[src/rtl/uart_tx_arbiter.sv]
// uart_tx_arbiter
//   Shares one uart_tx register port between NREQ byte requesters. Requesters
//   are served in round-robin order. For each byte the block polls the UART
//   status register until the busy bit clears. It then writes the byte to the
//   TX data register and pulses ack for the requester.
//
// Ports
//   clk        system clock, rising edge
//   reset      synchronous, active-high
//   req        req[i]=1: requester i presents a byte on req_data
//   req_data   byte of requester i at [8*i+7:8*i]
//   ack        one-cycle pulse: byte of requester i has been consumed
//   err        one-cycle pulse alongside ack when the byte was dropped on timeout
//   grant_id   index of the current / last granted requester
//   busy       1 whenever the arbiter is not idle
//   uart_wren, uart_rden, uart_addr, uart_din   uart_tx register bus (sole master)
//   uart_dout  uart_tx read data, valid the cycle after uart_rden
//
// Configuration
//   UART_ARB_TIMEOUT_EN  when defined, a poll that lasts TIMEOUT cycles drops
//                        the byte and reports err with ack. When undefined,
//                        polling never gives up and err is tied low.
//
// Handshake: a requester holds req[i]/req_data while waiting. Requests are
// sampled only in IDLE, and the byte is latched at grant. The requester may
// present its next byte on the edge that ends its ack cycle; IDLE picks it up
// on the following cycle, so back-to-back bytes need no gap.
module uart_tx_arbiter #(
    parameter int          NREQ      = 2,
    parameter logic [2:0]  DATA_ADDR = 3'd0,
    parameter logic [2:0]  STAT_ADDR = 3'd1,
    parameter int          BUSY_BIT  = 0,
    parameter logic [15:0] TIMEOUT   = 16'd4096
) (
    input  logic              clk,
    input  logic              reset,
    input  logic [NREQ-1:0]   req,
    input  logic [8*NREQ-1:0] req_data,
    output logic [NREQ-1:0]   ack,
    output logic              err,
    output logic [1:0]        grant_id,
    output logic              busy,
    output logic              uart_wren,
    output logic              uart_rden,
    output logic [2:0]        uart_addr,
    output logic [7:0]        uart_din,
    input  logic [7:0]        uart_dout
);

    typedef enum logic [2:0] {
        IDLE      = 3'd0,
        RD_STAT   = 3'd1,
        WAIT_STAT = 3'd2,
        WRITE     = 3'd3,
        ACK       = 3'd4
    } state_t;

    // state is left as a named register so that checkers can bind to it
    state_t          state, state_n;
    logic [1:0]      last, last_n;
    logic [1:0]      grant_n;
    logic [7:0]      tx_byte, tx_byte_n;
    logic            rden_n, wren_n, busy_n;
    logic [2:0]      addr_n;
    logic [7:0]      din_n;
    logic [NREQ-1:0] ack_n;
    logic            found;

`ifdef UART_ARB_TIMEOUT_EN
    logic [15:0]     poll_cnt, poll_cnt_n;
    logic            err_n;
`endif

    // Only uart_dout[BUSY_BIT] carries meaning for this block
    logic unused_dout;
    assign unused_dout = ^uart_dout;

    always_comb begin
        state_n   = state;
        last_n    = last;
        grant_n   = grant_id;
        tx_byte_n = tx_byte;
        found     = 1'b0;
`ifdef UART_ARB_TIMEOUT_EN
        poll_cnt_n = poll_cnt;
        err_n      = 1'b0;
`endif

        case (state)
            IDLE: begin
                // Rotating search starting one past the last served requester
                for (int k = 1; k <= NREQ; k++) begin
                    for (int j = 0; j < NREQ; j++) begin
                        if (!found && (j == (int'(last) + k) % NREQ) && req[j]) begin
                            found     = 1'b1;
                            grant_n   = 2'(j);
                            tx_byte_n = req_data[8*j +: 8];
                        end
                    end
                end
                if (found) begin
                    state_n = RD_STAT;
`ifdef UART_ARB_TIMEOUT_EN
                    poll_cnt_n = '0;
`endif
                end
            end

            RD_STAT: begin
`ifdef UART_ARB_TIMEOUT_EN
                poll_cnt_n = poll_cnt + 16'd1;
                if (poll_cnt_n >= TIMEOUT) begin
                    state_n = ACK;
                    err_n   = 1'b1;
                end else begin
                    state_n = WAIT_STAT;
                end
`else
                state_n = WAIT_STAT;
`endif
            end

            WAIT_STAT: begin
`ifdef UART_ARB_TIMEOUT_EN
                poll_cnt_n = poll_cnt + 16'd1;
                // A free UART wins over a timeout hitting in the same cycle
                if (!uart_dout[BUSY_BIT]) begin
                    state_n = WRITE;
                end else if (poll_cnt_n >= TIMEOUT) begin
                    state_n = ACK;
                    err_n   = 1'b1;
                end else begin
                    state_n = RD_STAT;
                end
`else
                state_n = uart_dout[BUSY_BIT] ? RD_STAT : WRITE;
`endif
            end

            WRITE: begin
                state_n = ACK;
            end

            ACK: begin
                last_n  = grant_id;
                state_n = IDLE;
            end

            default: begin
                state_n = IDLE;
            end
        endcase

        // All outputs are registered. They are decoded from the next state,
        // so each strobe lines up exactly with its state.
        rden_n = (state_n == RD_STAT);
        wren_n = (state_n == WRITE);
        busy_n = (state_n != IDLE);
        addr_n = uart_addr;
        din_n  = uart_din;
        if (rden_n) begin
            addr_n = STAT_ADDR;
        end
        if (wren_n) begin
            addr_n = DATA_ADDR;
            din_n  = tx_byte_n;
        end
        for (int j = 0; j < NREQ; j++) begin
            ack_n[j] = (state_n == ACK) && (grant_n == 2'(j));
        end
    end

    always_ff @(posedge clk) begin
        if (reset) begin
            state     <= IDLE;
            last      <= 2'(NREQ - 1);
            grant_id  <= '0;
            tx_byte   <= '0;
            uart_rden <= 1'b0;
            uart_wren <= 1'b0;
            uart_addr <= '0;
            uart_din  <= '0;
            ack       <= '0;
            busy      <= 1'b0;
`ifdef UART_ARB_TIMEOUT_EN
            poll_cnt  <= '0;
            err       <= 1'b0;
`endif
        end else begin
            state     <= state_n;
            last      <= last_n;
            grant_id  <= grant_n;
            tx_byte   <= tx_byte_n;
            uart_rden <= rden_n;
            uart_wren <= wren_n;
            uart_addr <= addr_n;
            uart_din  <= din_n;
            ack       <= ack_n;
            busy      <= busy_n;
`ifdef UART_ARB_TIMEOUT_EN
            poll_cnt  <= poll_cnt_n;
            err       <= err_n;
`endif
        end
    end

`ifndef UART_ARB_TIMEOUT_EN
    assign err = 1'b0;
    logic [15:0] unused_timeout;
    assign unused_timeout = TIMEOUT;
`endif

endmodule

[config.mk]
export PLATFORM = sky130hd
export DESIGN_NAME = uart_tx_arbiter
export DESIGN_NICKNAME = d
export VERILOG_FILES = /design/src/rtl/uart_tx_arbiter.sv
export SDC_FILE = /design/constraint.sdc
export NUM_CORES = 1
export LEC_CHECK = 0
export BUFFER_PORTS_ARGS = -buffer_cell sky130_fd_sc_hd__buf_2
export CAP_MARGIN = 25
export CORE_UTILIZATION = 29
export DETAILED_ROUTE_END_ITERATION = 16
export GPL_TIMING_DRIVEN = 0
export PLACE_DENSITY = 0.54
export SYNTH_ARGS = -nofsm -noshare
export SYNTH_HDL_FRONTEND = slang
export SYNTH_SLANG_ARGS = --single-unit
[constraint.sdc]
create_clock -name clk -period 2.4 [get_ports clk]
set_clock_uncertainty 0.1 [all_clocks]
set_input_delay 0.6 -clock clk [delete_from_list [all_inputs] [get_ports clk]]
set_output_delay 0.6 -clock clk [all_outputs]
set_load 0.1 [all_outputs]
; ---- Word-level counts from Yosys, hierarchy flattened
; Cells that the tools add are included.
[classes]
magnitude_cmp = 0
addsub = 2
shifts = 0
muxes = 21
n_bitwise = 2
n_reduce_logical = 18
n_div = 0
n_mul = 0
n_eq_ne = 10
[ops]
columns = op, count
row1 = 32-bit zero test, 2
row2 = 8-bit 2-to-1 mux, 5
row3 = 2-bit 2-to-1 mux, 6
row4 = 3-bit case mux with 4 select lines, 1
row5 = 3-bit by 2-bit == test with 1-bit output (second input constant), 3
row6 = 1-bit logical AND, 9
row7 = 1-bit 2-to-1 mux, 8
row8 = 3-bit by 1-bit == test with 1-bit output (second input constant), 2
row9 = 3-bit == test (second input constant), 2
row10 = 2-bit == test (first input constant), 2
row11 = 1-bit zero test, 3
row12 = 3-bit zero test, 1
row13 = 3-bit 2-to-1 mux, 1
row14 = 3-bit nonzero test, 1
row15 = 1-bit adder (second input constant), 2
row16 = 1-bit bitwise AND (first input constant), 2
row17 = 2-bit by 1-bit == test with 1-bit output (second input constant), 1
row18 = 2-bit zero test, 1
row19 = 2-bit OR reduction, 1
[totals]
ramBits = 0
romBits = 0
latch_bits = 0
reg_bits = 28
elab_cells = 63
mem_count = 0

; ---- Longest topological paths before layout
; Gate-level depths: netlist of the first run.
[depth]
depth_word = 25
mapped_depth = 5
ltp_nobuf = 3

; ---- Worst setup path before layout of the first run
; OpenSTA, ideal clock, no wires.
[synth_timing]
path_type = in2reg
from = in reset
to = reg tx_byte[4]
setup_time_ps = 103
t_arrival_ps = 1524
stages = 4
path_slack_ps = 673
cell_sequence = clkbuf_1 or3_1 buf_6 a222oi_1
[synth_lines]
columns = item, line_no
row1 = "start, declared", 36  ; input logic reset,
row2 = "end signal, assigned", 193  ; tx_byte <= tx_byte_n;
row3 = "end, declared", 62  ; logic [7:0] tx_byte, tx_byte_n;

; ---- Worst setup path after layout of the first run
[layout_timing]
from = reg state[2]
to = reg tx_byte[5]
[layout_between]
elab_chain_cells = 2
[layout_rtl]
columns = item, line_no
row1 = "start, declared", 59  ; state_t state, state_n;
row2 = "start signal, assigned", 190  ; state <= state_n;
row3 = 3-bit zero test, 89  ; case (state)
row4 = 8-bit 2-to-1 mux, 89
; No other way between the ends.
; A chain may end at the register's enable or synchronous reset.

==> summary by stage, run 1 <==
Run status
The run finished with clean final reports.

Timing
Counting I/O delays and the setup requirement, the final critical path takes 1.830 ns. Static timing analysis puts the maximum clock frequency at 0.5465 GHz. The final setup violation count is 0. Headroom to the max-slew limit came out at 44.76%.

The slew of the pin with the lowest slew margin is 0.8218 ns. The final-report max-slew violation count is 0. The count of endpoints failing hold in the final timing report is 0.

Setup repair after global routing left no endpoint under its margin. The final critical path takes up 76.25% of the cycle. Setup total negative slack on the finished layout was measured at 0 ns.

Worst setup path
The slowest library cell on the worst path is sky130_fd_sc_hd__clkbuf_1. The sort of element at the end of the critical path is a flip-flop. In this run the worst path has a maximum fanout of 10. The worst reg2reg path startpoint is state[2]. On the worst path, the slowest cell contributes a delay of 0.38 ns. STA puts the critical path data required time at 2.44 ns. The critical path starts at state[2]. The worst register-to-register path ends at tx_byte[5]. The launching element type of the critical path is a flip-flop.

The classification of the worst setup path is reg2reg. The worst-case reg-to-reg path depth is 5. For the worst setup path, the data arrival time is 1.87 ns.

Walking the worst path, the cells encountered are buf_6 -> nor3_1 -> and3_1 -> clkbuf_1 -> a222oi_1. For flop-to-flop paths, the worst setup slack is 0.57 ns. The end of the critical path is tx_byte[5].

Clock network
The maximum clock insertion buffer count is 2. In this run the post-CTS setup repair buffer count came out at 0. After clock tree synthesis, the clock-pin slew on the worst setup and hold paths is 0.10 ns. The number of buffers created by CTS is 3. The deepest level of the CTS H-tree is 1. TritonCTS built the clock tree. The CTS sink count is 28. For this design, the CTS-stage hold fixing added 0 buffers. The clock latency at the later pin of the worst-skew pair is 0.27 ns. The root buffer cell is sky130_fd_sc_hd__clkbuf_8. The post-cts gate resize count is 0.

Placed design
Input and output buffers added on the ports amount to 35. The HPWL after detailed placement is 1.796 mm. The global placement routability congestion is 0.7621.

After detailed placement, the total cell area comes to 0.001349 mm².

Logic synthesis
Synthesis produced a netlist whose cell count is 111. The count of different cell masters after synthesis is 28. The number of storage elements in the synthesis netlist is 28. In this run the mean area of a mapped cell was 9.965 µm². The synthesized netlist occupies a cell area of 0.001106 mm². Sequential elements use 50.68% of the synthesized area.

The yosys synthesis warning count is 0.

Routing
The average routed wire per standard cell is 12.05 µm. The number of design rule violations left after detail routing is 0. Dividing the detail-routed via count by the number of cells gives 4.610. The remaining antenna violation count is 0. The number of iterations in the first detailed-routing pass is 5. The final wirelength is 2.409 mm. The violation count after the first detailed-route iteration is 64. Summing over every cut layer, the via total after detailed routing is 922.

Global route
The initial antenna violation count came to 0. The leftover overflow at the end of global routing is 0. The combined global-route utilization of all metal layers is 13.11%. The number of global-route vias before repair is 885.

The largest net degree at the start of global routing is 17. The wire length of the first global-routing pass is 4.091 mm.

Final layout
The final design area excluding fillers is 0.001420 mm². Relative to the synthesized area, the layout overhead comes to 28.39%. The net count reported at finish is 181. The repair_antennas step left the layout with diodes totalling 0. The layout has 390 filler cells. The fraction of layout cells with a size suffix above 1 is 31.58%.

The top cell types in the final layout, fill and taps aside, are sky130_fd_sc_hd__buf_2, sky130_fd_sc_hd__dfxtp_1, sky130_fd_sc_hd__inv_1. The most common library cell in the layout ignoring fill and taps is sky130_fd_sc_hd__buf_2.

Job
The count of maximum capacitance violations is 0.

Floorplanning
47 I/O pins were placed. The count of standard-cell rows is 22. The die extent in x is 63.76 µm. The die area is 0.004065 mm². The initial utilization of the core area, before any placement, comes to 30.21%. After floorplanning, the core was sized to cover 0.003661 mm². The vertical extent of the die is 63.76 µm.

Hold path
The worst hold-check path type is reg2reg.

Pwr
The highest ir drop seen on vdd is 0.2970 mV. In this run the power density over the cells is 782.0 mW/mm². For this design the static power due to leakage is 0.6997 nW.
worst max-delay path, delay by kind of cell, from the launching register on:
family / cells / cell delay, ns
and+or+nand+nor: 2 / 0.56
buffers and inverters: 2 / 0.51
DFF: 1 / 0.32
AOI/OAI and AO/OA: 1 / 0.20
sequential cells by signal, indices dropped and copies added (netlist names):
| signal | cells |
|---|---|
| uart_wren | 1 |
| grant_id | 2 |
| last | 1 |
| uart_addr | 1 |
| uart_rden | 1 |
| ack | 2 |
| tx_byte | 8 |
| state | 3 |
| uart_din | 8 |
| busy | 1 |
metrics by stage:
step | setup WS, ns | std cells | hold WS [ns] | util [%] | power (W)
detailed placement | 0.4402 | 196 | 0.3538 | 36.84 | 0.0007532
global placement | 0.4724 | 196 | 0.3452 | 36.84 | 0.0007474
finish | 0.5701 | 200 | 0.3707 | 38.79 | 0.001111
CTS | 0.5820 | 200 | 0.3767 | 38.79 | 0.001122
floorplan | 0.6732 | 113 | 0.3435 | - | 0.0007018
global route | 0.4484 | 200 | 0.3918 | 38.79 | 0.001160
area by class of cell:
cell class                 count  area, µm²  area share [%]
clock buffer                   3      41.29           2.907
tap                           48      60.06           4.229
buffer                        10      71.32           5.022
inverter                      15      56.30           3.965
multi-input combinational     60      425.4           29.96
sequential                    28      560.5           39.47
timing repair buffer          35      175.2           12.33
clock inverter                 1      30.03           2.115
Yosys cell counts (all sizes together):
library cell | instances | share of area, %
a21oi | 1 | 0.45
conb | 1 | 0.34
a221oi | 1 | 0.79
and3 | 3 | 1.7
a222oi | 7 | 6.3
a21boi | 2 | 1.4
nor4 | 2 | 1.7
o21a | 1 | 0.68
or3 | 2 | 1.1
buf | 6 | 5.1
inv | 15 | 5.1
and2 | 1 | 0.57
nand2b | 10 | 5.7
nand2 | 1 | 0.34
clkbuf | 4 | 1.4
mux2 | 1 | 1.0
nor3 | 6 | 2.7
dfxtp | 28 | 51
a311o | 1 | 0.91
nand4b | 1 | 0.79
nor4b | 1 | 0.79
nor2 | 5 | 1.7
nor3b | 1 | 0.68
o21ba | 1 | 0.91
a22o | 8 | 6.3
and4b | 1 | 0.91
metal layers:
metal	track usage (%)	vias to the layer above	part of all wire (%)	routed length, µm
li1	-	465	-	-
met1	15.71	432	44	1069
met2	21.81	21	49	1182
met3	2.857	4	4.7	114
met4	6.818	0	1.7	42
met5	0	-	0	0
where the power goes:
| part | leakage (nW) | internal, W | total (W) | switching, W |
|---|---|---|---|---|
| clock | 0.0357 | 0.000223 | 0.000370 | 0.000146 |
| sequential | 0.230 | 0.000499 | 0.000518 | 0.0000188 |
| combinational | 0.434 | 0.0000646 | 0.000223 | 0.000158 |
cells by family (layout without fill, tap and decap cells):
kind of cell	count (synthesis)	count (layout)	synth area share, %
other cells	1	3	0.3390
buf+inv	25	64	11.54
simple gates	34	34	18.67
flops	28	28	50.68
mux	1	1	1.018
compound gates	22	22	17.76
worst min path at each step:
stage / start / slack, ns / cells after the start / end
floorplan: tx_byte[0] / 0.34 / 1 / uart_din[0]
detailed placement: uart_addr[0] / 0.35 / 1 / uart_addr[0]
global placement: uart_addr[0] / 0.35 / 1 / uart_addr[0]
CTS: uart_addr[0] / 0.38 / 1 / uart_addr[0]
finish: uart_addr[0] / 0.37 / 1 / uart_addr[0]
global route: tx_byte[4] / 0.39 / 1 / uart_din[4]
No activity file was read; power rests on OpenSTA's default activity.
==> run 2, diff against run 1 <==
==> constraint.sdc (replaced) <==
create_clock -name clk -period 1.74 [get_ports clk]
set_clock_uncertainty 0.1 [all_clocks]
set_input_delay 0.435 -clock clk [delete_from_list [all_inputs] [get_ports clk]]
set_output_delay 0.435 -clock clk [all_outputs]
set_load 0.1 [all_outputs]
==> run 2 against run 1 <==
Critical path depth is 2 lower. Cell count is 0.50% higher. Worst hold slack worse by 0.062 ns. Largest power group unchanged.
==> summary by stage, run 2 (synthesis results as in run 1) <==
Timing
Subtracting the final worst setup slack from the clock period gives 1.651 ns. The final-report max-slew violation count is 0. Setup repair after global routing left no endpoint under its margin. For the pin with the worst max-slew slack, the measured transition is 0.6938 ns. The smallest hold slack is 0.3092 ns. For this run, the top clock speed supported by timing is 0.6057 GHz. The final setup violation count is 0. The final period utilization is 94.89%. In this run the tightest slew margin relative to its limit is 53.58%.

The count of endpoints failing hold in the final timing report is 0.

Final layout
The final core utilization is 39.64%. In the final design database the tool counted 182 nets. The top cell types in the final layout, fill and taps aside, are sky130_fd_sc_hd__buf_2, sky130_fd_sc_hd__dfxtp_1, sky130_fd_sc_hd__inv_1.

The most common library cell in the layout ignoring fill and taps is sky130_fd_sc_hd__buf_2. The repair_antennas step left the layout with diodes totalling 0. The fraction of layout cells with a size suffix above 1 is 36.60%.

The largest registers in the layout are tx_byte x8, uart_din x8, state x3. Once layout is done, the placed cells without fillers occupy 0.001451 mm². The area overhead of the layout relative to synthesis is 31.22%.

Routing
The first routing iteration left 63 violations. The number of design rule violations left after detail routing is 0. The number of iterations in the first detailed-routing pass is 5. The count of nets left with antenna violations once routing finished came out at 0. The final layout contains routed wiring with a total length of 2.528 mm.

In the routed layout, each cell is associated on average with a via count of 4.791. The detailed router placed 963 vias in this run. The average routed wire per standard cell is 12.58 µm.

Pwr
In this run the static leakage power is 0.7081 nW. The power density over the cells is 1064 mW/mm². The highest ir drop seen on vdd is 0.4136 mV.

The power consumption is 0.001544 W.

Global route
The wire length of the first global-routing pass is 4.167 mm. The initial antenna violation count is 0. The number of global-route vias before repair came to 883. The leftover overflow at the end of global routing is 0. The combined global-route utilization of all metal layers is 13.42%. Entering global routing, the biggest net connects 17 pins.

Worst setup path
The largest single stage delay on the critical path is 0.40 ns. The worst setup path is captured at a flip-flop. STA classifies the critical path startpoint as a flip-flop. The family of cells with the greatest summed delay on the critical path is simple AND/OR/NAND/NOR gates.

The most common cell type on the critical path is sky130_fd_sc_hd__or3_4. The worst path buffer plus inverter count is 0. The critical path crosses 3 cells after its start point.

The data arrival time of the worst path is 1.73 ns. Data on the critical path is required at its endpoint by 1.82 ns. Among all stages on the critical path, the largest delay is contributed by sky130_fd_sc_hd__or3_4.

The signal on the critical path passes through or3_4 -> or3_4 -> a222oi_1. The classification of the worst setup path is reg2reg. For the worst flop-to-flop path, the logic depth is 3. The critical-path maximum fanout is 8.

Hold path
The instance count along the most critical hold path is 3. The path class of the tightest hold or removal check is in2reg.

Floorplanning
The starting utilization of the core area is 30.21%. The floorplan has 22 rows. The standard cell core area is 0.003661 mm². The die area is 0.004065 mm². The die extent in x is 63.76 µm. 47 I/O pins were placed. The vertical extent of the die is 63.76 µm.

Clock network
The clock transition at the registers of the reported paths is 0.09 ns. The number of buffers created by CTS is 3. The CTS sink count is 28. The deepest level of the CTS H-tree is 1. The clock latency at the later pin of the worst-skew pair is 0.27 ns.

TritonCTS built the clock tree. In this run the deepest clock path goes through 2 buffers. The root buffer cell is sky130_fd_sc_hd__clkbuf_8.

Placed design
The global placement routability congestion is 0.7621. The cell area reported after detailed placement is 0.001349 mm². Input and output buffers added on the ports amount to 35. Detailed placement ended at an HPWL of 1.796 mm.

Run status
The run finished with clean final reports.

Job
The count of maximum capacitance violations is 0.
==> run 2: changes by cell type in the layout (fill, tap and decap cells not counted), sizes merged <==
| cell | delta |
|---|---|
| buf | +1 |
==> run 2: metal layers <==
| layer | share of wire (%) | GRT usage (%) | wire length, µm |
|---|---|---|---|
| met2 | 49 | 22.47 | 1250 |
| met5 | 0 | 0 | 0 |
| met4 | 1.3 | 6.818 | 34 |
| met1 | 43 | 16.04 | 1076 |
| met3 | 6.6 | 2.857 | 166 |
==> run 2: final cells by class <==
type / count / area, µm²
buffer: 7 / 38.79
clock buffer: 3 / 41.29
clock inverter: 1 / 30.03
fill: 391 / 2210
inverter: 15 / 56.30
multi-input combinational: 60 / 450.4
sequential: 28 / 569.3
tap: 48 / 60.06
timing repair buffer: 39 / 205.2
==> run 2: where the power goes <==
group          internal (W)  switching [W]  leakage [nW]
clock              0.000308       0.000204        0.0357
combinational     0.0000939       0.000220         0.441
sequential         0.000688      0.0000308         0.231
==> run 2: path summary, 6_finish.rpt <==
path | slack [ns] | from | endpoint
worst min register to register | 0.37 | uart_addr[0] | uart_addr[0]
worst max register to register | 0.09 | state[0] | tx_byte[4]
worst max-delay path | 0.09 | state[0] | tx_byte[4]
worst min-delay path | 0.31 | req_data[12] | tx_byte[4]
==> run 2: worst min-delay path, stage by stage <==
cell	delay, ns
sky130_fd_sc_hd__buf_2	0.10
sky130_fd_sc_hd__inv_1	0.05
sky130_fd_sc_hd__a222oi_1	0.05
==> run 2: stage by stage <==
step,worst slack (ns),setup TNS [ns],std cells
5_1_grt,0.02668,0,201
2_1_floorplan,0.04293,0,113
4_1_cts,0.001595,0,198
3_5_place_dp,-0.07144,-0.7823,196
6_report,0.08893,0,201
3_3_place_gp,-0.05691,-0.4976,196
==> run 2: what timing repair did <==
action | in CTS | in global routing
setup endpoints to repair | 9 | 16
gates resized for setup | 5 | 5
pin swaps | 6 | 2
cloned | 0 | 0
hold buffers | 0 | 0
setup buffers | 0 | 4
==> run 3, diff against run 2 <==
--- a/config.mk
+++ b/config.mk
@@ -10,7 +10,7 @@
 export CORE_UTILIZATION = 29
 export DETAILED_ROUTE_END_ITERATION = 16
 export GPL_TIMING_DRIVEN = 0
-export PLACE_DENSITY = 0.54
+export PLACE_DENSITY_LB_ADDON = 0.15
 export SYNTH_ARGS = -nofsm -noshare
 export SYNTH_HDL_FRONTEND = slang
 export SYNTH_SLANG_ARGS = --single-unit
==> constraint.sdc (replaced) <==
create_clock -name clk -period 1.6 [get_ports clk]
set_clock_uncertainty 0.1 [all_clocks]
set_input_delay 0.4 -clock clk [delete_from_list [all_inputs] [get_ports clk]]
set_output_delay 0.4 -clock clk [all_outputs]
set_load 0.1 [all_outputs]
==> run 3 against run 2 <==
The flow now finishes with violations (negative setup slack). Critical path type unchanged. Global-route usage hardly changed. Via count stayed put. Cell count is 2.5% higher. Largest cell class unchanged. Non-clock buffer count is 5 higher. Total power is 9.5% higher.
==> summary by stage, run 3 (synthesis results as in run 1) <==
Global route
The initial antenna violation count is 0. The number of global-route vias before repair was 888. The leftover overflow at the end of global routing is 0.

The wire length of the first global-routing pass is 4.133 mm. The combined global-route utilization of all metal layers is 13.37%. The largest net degree at the start of global routing is 17.

Pwr
The power density over the cells is 1122 mW/mm². The leakage component of the power is 0.7404 nW. The highest ir drop seen on vdd is 0.4591 mV.

Routing
For this run, design rule violations remaining after detail routing come to 0. The number of vias per cell is 4.675. The number of iterations in the first detailed-routing pass is 5.

For this block, the routed nets add up to 2.642 mm of wire. Summing over every cut layer, the via total after detailed routing is 963. The violation count after the first detailed-route iteration is 55. The remaining antenna violation count is 0.

After detailed routing, the average wire length per cell comes to 12.83 µm.

Floorplanning
In this run the vertical extent of the chip is 63.76 µm. The core region is 0.003661 mm². The die is 63.76 µm wide. Once the floorplan was initialized, standard cells occupied 30.21% of the core. The count of standard-cell rows is 22.

The die covers 0.004065 mm². The number of top-level pins is 47.

Worst setup path
The launching element type of the critical path is a flip-flop. The launching element of the worst setup path is state[2]. The critical-path maximum fanout is 8. The startpoint identified for the worst register-to-register timing path is state[2]. For the worst setup path, the data required time is 1.66 ns. The data arrival time of the worst path is 1.78 ns. The worst-case reg-to-reg path depth is 4.

The sort of element at the end of the critical path is a flip-flop. The classification of the worst setup path is reg2reg.

Clock network
The CTS tree is yes. The number of hold buffers added after CTS was 0. In this run the deepest clock path goes through 2 buffers. The clock transition at the registers of the reported paths is 0.10 ns.

The CTS sink count is 28. The clock latency at the later pin of the worst-skew pair is 0.27 ns. The deepest level of the CTS H-tree is 1. The number of buffers created by CTS is 3. The root buffer cell is sky130_fd_sc_hd__clkbuf_8.

Final layout
The area overhead of the layout relative to synthesis is 36.31%. In the final layout, the registers with the most flip-flops are tx_byte x8, uart_din x8, state x3. Counting the fill cells in the layout gives 361. The number of antenna diodes in the final layout is 0. The library cell used most frequently in the layout, excluding fill and tap cells, is sky130_fd_sc_hd__buf_2.

The finished cells cover 0.001508 mm². The fraction of layout cells with a size suffix above 1 is 39.87%. The top cell types in the final layout, fill and taps aside, are sky130_fd_sc_hd__buf_2, sky130_fd_sc_hd__dfxtp_1, sky130_fd_sc_hd__inv_1.

The final core utilization is 41.18%. The net count reported at finish is 187.

Placed design
The global placement routability congestion is 0.7699. Port buffering added 35 buffers. Summed over all nets, the half-perimeter wirelength after detailed placement is 1.827 mm.

The cell area reported after detailed placement is 0.001349 mm².

Timing
The maximum clock frequency is 0.5820 GHz. The final worst setup slack is -0.1184 ns. The final setup violation count is 8. Hold is met by 0.2766 ns. The final-report max-slew violation count is 0. Setup repair after global routing could not meet its margin everywhere.

The count of endpoints failing hold in the final timing report is 0. The clock period minus worst slack is 1.718 ns. In the finished design, the share of the clock period the worst path needs comes to 107.4%.

Run status
The flow ran to the end, but the final reports show violations. The checks that failed: negative setup slack.

Job
Across the run, the number of max-cap violations was 0.

Hold path
In this run the worst hold path is classified as in2reg. The worst hold path passes through 3 cells. In this run the most critical hold path is launched from req_data[10].
run 3: path summary, 6_finish.rpt:
kind                                    end  slack [ns]
worst max-delay path             tx_byte[6]       -0.12
worst min-delay path             tx_byte[2]        0.28
worst max register to register   tx_byte[6]       -0.12
worst min register to register  uart_din[4]        0.38
run 3: report_power, final:
part           internal (W)  switching (W)  total [W]
sequential         0.000748      0.0000321   0.000780
clock              0.000335       0.000223   0.000558
combinational      0.000109       0.000244   0.000353
total               0.00119       0.000499    0.00169
run 3: routing by layer:
layer / part of all wire, % / GRT usage (%) / routed length, µm
met2: 50 / 23.54 / 1319
met4: 0.76 / 5.966 / 20
met3: 4.4 / 2.500 / 117
met5: 0 / 0 / 0
met1: 45 / 15.59 / 1184
run 3: layout make-up:
| class | count | area (µm²) | area share [%] |
|---|---|---|---|
| plain buffers | 7 | 46.29 | 3.071 |
| repair buffers | 44 | 250.2 | 16.60 |
| flip-flops and latches | 28 | 569.3 | 37.76 |
| clock buffers | 3 | 41.29 | 2.739 |
| inverters | 15 | 56.30 | 3.734 |
| well taps | 48 | 60.06 | 3.983 |
| multi-input cells | 60 | 454.2 | 30.12 |
| clock inverters | 1 | 30.03 | 1.992 |
run 3: stage by stage:
step	setup slack, ns	TNS (ns)	std cells	total power [W]
3_3_place_gp	-0.1960	-3.130	196	0.001122
4_1_cts	-0.1617	-2.191	202	0.001698
5_1_grt	-0.1672	-0.8475	206	0.001777
2_1_floorplan	-0.09707	-0.3966	113	0.001053
6_report	-0.1184	-0.3890	206	0.001691
3_5_place_dp	-0.3161	-4.419	196	0.001132
run 3: what timing repair did:
item,in CTS,in global routing
resized for setup,5,10
setup buffers,4,5
pin swaps,6,7
setup endpoints to repair,20,24
run 3: worst max-delay path: stages, from the launching register on:
cell and delay (ns):
sky130_fd_sc_hd__dfxtp_4 0.36, sky130_fd_sc_hd__or3_1 0.37, sky130_fd_sc_hd__or3_1 0.33, sky130_fd_sc_hd__buf_6 0.15
sky130_fd_sc_hd__a222oi_1 0.28
